`config.mk`:
```
export PLATFORM = sky130hd
export DESIGN_NAME = fir_mac_sequencer
export DESIGN_NICKNAME = d
export VERILOG_FILES = /design/src/rtl/fir_mac_sequencer.sv
export SDC_FILE = /design/constraint.sdc
export NUM_CORES = 2
export LEC_CHECK = 0
export ABC_CLOCK_PERIOD_IN_PS = 10400
export CAP_MARGIN = 0
export CORE_MARGIN = 8
export CORE_UTILIZATION = 50
export CTS_CLUSTER_SIZE = 24
export DETAILED_ROUTE_END_ITERATION = 7
export GPL_ROUTABILITY_DRIVEN = 0
export GPL_TIMING_DRIVEN = 0
export HOLD_SLACK_MARGIN = 0.06
export PLACE_DENSITY = 0.74
export SKIP_CTS_REPAIR_TIMING = 1
export SLEW_MARGIN = 20
export SYNTH_ARGS = -nofsm -noshare
export SYNTH_HDL_FRONTEND = slang
export SYNTH_SLANG_ARGS = --single-unit
```
`constraint.sdc`:
```
create_clock -name clock -period 10.4 [get_ports clock]
set_input_delay 2.08 -clock clock [delete_from_list [all_inputs] [get_ports clock]]
set_output_delay 2.08 -clock clock [all_outputs]
set_load 0.05 [all_outputs]
```
`src/rtl/fir_mac_sequencer.sv`:
```
// Single-MAC FIR sequencer: one sample in, NTAPS coefficient reads, one rounded/saturated sample out.
// Output valid NTAPS+3 cycles after accept; out_valid/out_data hold until out_ready, and no input is taken meanwhile.
module fir_mac_sequencer #(
    parameter int NTAPS     = 60,
    parameter int DATA_W    = 16,
    parameter int COEF_W    = 16,
    parameter int ADDR_W    = 7,
    parameter int ACC_W     = 40,
    parameter int OUT_SHIFT = 15
) (
    input  logic              clock,
    input  logic              reset,
    input  logic [DATA_W-1:0] in_data,
    input  logic              in_valid,
    output logic              in_ready,
    output logic [ADDR_W-1:0] rom_address,
    input  logic [COEF_W-1:0] rom_q,
    output logic [DATA_W-1:0] out_data,
    output logic              out_valid,
    input  logic              out_ready,
    output logic              busy
);

    localparam int PTR_W  = (NTAPS > 1) ? $clog2(NTAPS) : 1;
    localparam int PROD_W = DATA_W + COEF_W;

    typedef enum logic [2:0] {IDLE, MAC, DRAIN, ROUND, OUT} state_t;

    state_t                   state;
    logic [DATA_W-1:0]        hist [NTAPS];
    logic [PTR_W-1:0]         wr_ptr;
    logic [PTR_W-1:0]         rd_idx;
    logic signed [DATA_W-1:0] samp;
    logic                     samp_vld;
    logic [ACC_W-1:0]         acc;

    logic signed [PROD_W-1:0] prod;
    logic [ACC_W-1:0]         acc_sum;
    logic [ACC_W-1:0]         rnd;
    logic signed [ACC_W-1:0]  shifted;
    logic [DATA_W-1:0]        sat_val;

    // samp is registered on the same edge the ROM latches the address, so it lines up with rom_q
    assign prod    = samp * $signed(rom_q);
    assign acc_sum = acc + {{(ACC_W-PROD_W){prod[PROD_W-1]}}, prod};
    assign rnd     = acc + (ACC_W'(1) << (OUT_SHIFT-1));
    assign shifted = $signed(rnd) >>> OUT_SHIFT;

    always_comb begin
        sat_val = shifted[DATA_W-1:0];
        if (!(&shifted[ACC_W-1:DATA_W-1] || ~|shifted[ACC_W-1:DATA_W-1])) begin
            sat_val = shifted[ACC_W-1] ? {1'b1, {(DATA_W-1){1'b0}}}
                                       : {1'b0, {(DATA_W-1){1'b1}}};
        end
    end

    assign in_ready = (state == IDLE) && !reset;
    assign busy     = (state != IDLE);

    always_ff @(posedge clock) begin
        if (reset) begin
            state       <= IDLE;
            out_valid   <= 1'b0;
            out_data    <= '0;
            rom_address <= '0;
            wr_ptr      <= '0;
            rd_idx      <= '0;
            acc         <= '0;
            samp        <= '0;
            samp_vld    <= 1'b0;
            for (int i = 0; i < NTAPS; i++) begin
                hist[i] <= '0;
            end
        end else begin
            samp_vld <= (state == MAC);
            if (state == MAC) begin
                samp <= hist[rd_idx];
            end
            if (samp_vld) begin
                acc <= acc_sum;
            end

            case (state)
                IDLE: begin
                    if (in_valid) begin
                        hist[wr_ptr] <= in_data;
                        acc          <= '0;
                        rom_address  <= '0;
                        rd_idx       <= wr_ptr;
                        state        <= MAC;
                    end
                end
                MAC: begin
                    // walk backwards through the history, newest sample first
                    rd_idx <= (rd_idx == '0) ? PTR_W'(NTAPS-1) : rd_idx - PTR_W'(1);
                    if (rom_address == ADDR_W'(NTAPS-1)) begin
                        rom_address <= '0;
                        state       <= DRAIN;
                    end else begin
                        rom_address <= rom_address + ADDR_W'(1);
                    end
                end
                DRAIN: begin
                    state <= ROUND;
                end
                ROUND: begin
                    out_data  <= sat_val;
                    out_valid <= 1'b1;
                    state     <= OUT;
                end
                OUT: begin
                    if (out_ready) begin
                        out_valid <= 1'b0;
                        wr_ptr    <= (wr_ptr == PTR_W'(NTAPS-1)) ? '0 : wr_ptr + PTR_W'(1);
                        state     <= IDLE;
                    end
                end
                default: state <= IDLE;
            endcase
        end
    end

endmodule

```
==> impl_metrics.json <==
{
  "fin_crit_ns": 9.97,
  "overflow": 0,
  "synth_cells": 4611,
  "ioPinCount": 62,
  "drive_gt1_share_pct": 13.8,
  "final_area_um2": 69300,
  "nNetsFinal": 5281,
  "worst_pin_slew_ns": 1.27,
  "startpoint_type": "primary input",
  "wl_mm": 181,
  "dieArea_um2": 136000,
  "dr_total_vias": 39817,
  "io_buffers": 61,
  "crit_type": "primary input to register",
  "placed_cells": 6373,
  "syn_area_um2": 62000,
  "worstSetupEndpointType": "register",
  "r2r_slack_ns": 1.39,
  "ir_worst_vdd_v": 0.000263,
  "grt_pass1_wl_mm": 263,
  "clock_skew_ns": 0.0889,
  "layout.core_utilization_pct": 56.2,
  "core_region_area_um2": 123000,
  "synthDominantCellAreaShare_pct": 49.6,
  "ys.flop_type": "edfxtp_1",
  "arrival_ns": 10.57,
  "syn_area_per_cell_um2": 13.4,
  "p_leak_nw": 25.4,
  "antenna_left": 0,
  "hold_viol": 0,
  "failed_checks": "DRC",
  "synthArstFlopShare_pct": 0,
  "die_h_um": 368,
  "drv_cap": 0,
  "grt_antenna_before_repair": 7,
  "dp_hpwl_mm": 134,
  "path_max_fanout": 10,
  "slew_headroom_pct": 15.2,
  "powerDensity_nw_per_um2": 236,
  "clock_latency_ns": 0.76,
  "cts_buffer_depth": 3,
  "wl_per_cell_um": 27.4,
  "period_share_pct": 95.8,
  "die_x_um": 368,
  "start_util_pct": 50.3,
  "synth_seq_cells": 1120,
  "cts_buffers": 114,
  "cts_root_buf": "clkbuf_16",
  "status": "complete, but fails checks",
  "synthTopCellsByArea": "edfxtp_1 50%, mux4_2 12%, and2_1 11%",
  "cp_slowest_cell": "clkdlybuf4s50_1",
  "grt_use_total_pct": 26.3,
  "synth_nets": 5038,
  "cpMostUsedCell": "fa_1",
  "slowest_delay_ns": 0.63,
  "finalNonFillerCells": 6592,
  "drt_pass1_iterations": 8,
  "synth-edff-count": 1024,
  "fmax_mhz": 100,
  "hold_path_class": "register to register",
  "grt_pass1_vias": 39397,
  "finalWorstSetupSlack_ns": 0.432,
  "drv_slew": 0,
  "syn_to_final_growth_pct": 11.9,
  "dp_slack_ns": -1.48,
  "synth_warnings": 0,
  "cts_tree": "done",
  "via_per_inst": 6.04,
  "htreeDepth": 3,
  "ys_seq_area_share_pct": 52.7,
  "remaining_drc_errors": 24,
  "drt-initial-drc-count": 5077,
  "std_cell_rows": 129,
  "ys_types": 63,
  "setup_viol": 0,
  "clock-sinks": 1120,
  "grt_max_degree": 18,
  "synth_top_area_cell": "edfxtp_1",
  "cts.clk_slew.worst_paths_ns": 0.06,
  "crit_required_ns": 11.00,
  "dpl_cell_area_um2": 65700
}
worst max-delay path, delay by kind of cell:
family                     cells  cell delay (ns)
and+or+nand+nor                4             0.65
buffers and inverters          5             1.12
AOI/OAI and AO/OA             15             3.12
adders and majority gates      8             3.62
flip-flops by register name (all words and copies together) (netlist names):
name,flops
wr_ptr,6
rom_address,7
samp,16
out_valid,1
rd_idx,6
acc,40
out_data,16
state,3
samp_vld,1
hist,1024
final timing paths:
check,from,endpoint,cells after the start
setup reg to reg,samp[12],acc[39],31
setup / recovery,rom_q[15],acc[39],32
hold reg to reg,acc[12],acc[12],2
hold / removal,acc[12],acc[12],2
placed cells by master, fill, tap and decap left out, drive strengths merged, types with 11 or more instances in the layout:
cell / n
o21ai: 105
nand2b: 16
xor2: 25
mux4: 332
dfxtp: 96
a21o: 27
nand3b: 15
mux2i: 21
clkbuf: 430
clkinv: 54
nand4: 18
o21a: 17
and3: 14
edfxtp: 1024
and2: 1090
a211oi: 21
nor2b: 11
a22o: 14
or3: 12
inv: 313
clkdlybuf4s50: 51
buf: 103
nor3: 27
xnor2: 49
ha: 128
a21oi: 101
nor2: 174
nand3: 47
nand2: 229
o21bai: 13
fa: 263
cells by family (layout without fill, tap and decap cells):
| group | Yosys count | count (layout) | share of synthesized area (%) |
|---|---|---|---|
| AND/OR/NAND/NOR | 1684 | 1684 | 15.3 |
| multiplexers | 355 | 355 | 12.4 |
| buffers and inverters | 632 | 969 | 3.87 |
| AO/OA/AOI/OAI | 355 | 355 | 3.57 |
| adder cells (fa/ha/maj) | 391 | 391 | 11.1 |
| XOR/XNOR | 74 | 74 | 1.05 |
| other | 0 | 7 | 0 |
| flip-flops | 1120 | 1120 | 52.7 |
cell usage after synthesis (17+ instances only):
cell         n
dfxtp_1     96
edfxtp_1  1024
a21oi_1    101
ha_1       128
clkbuf_1   287
nand3_1     47
and2_1    1090
a211oi_1    20
xnor2_1     49
nand2_1    229
buf_2       18
nor3_1      26
o21ai_0    103
buf_1       17
a21o_1      27
xor2_1      25
o21a_1      17
mux2i_1     21
inv_1      309
nand4_1     18
mux4_2     332
fa_1       263
nor2_1     174
stage by stage:
stage               hold slack, ns  power (mW)  TNS (ns)
floorplan                    0.436        10.3         0
global placement             0.444        12.2    -12.50
detailed placement           0.454        12.3    -12.86
CTS                          0.462        16.2     -2.65
global route                 0.480        17.3   -0.0101
finish                       0.461        16.4         0
power by group:
group,internal (mW),switching (mW),leakage (nW)
Clock,2.14,1.79,1.70
Combinational,2.82,4.32,13.1
Sequential,5.15,0.174,10.6
cell type report:
class	instances	area [um2]
Fill cell	9775	54000
Sequential cell	1120	32700
Multi-Input combinational cell	2859	27200
Clock buffer	144	3000
Tap cell	1637	2050
Timing Repair Buffer	127	1430
Buffer	323	1280
Inverter	309	1160
Clock inverter	66	508
Antenna cell	7	17.5
per-layer routing:
| metal | up-vias | GRT usage (%) | wire [um] |
|---|---|---|---|
| met1 | 19964 | 33.1 | 62900 |
| li1 | 16764 | - | - |
| met5 | - | 0.107 | 14 |
| met3 | 594 | 7.46 | 22200 |
| met4 | 2 | 12.8 | 11400 |
| met2 | 2493 | 41.8 | 84300 |
Note: power is estimated with default switching activity, not from simulation.
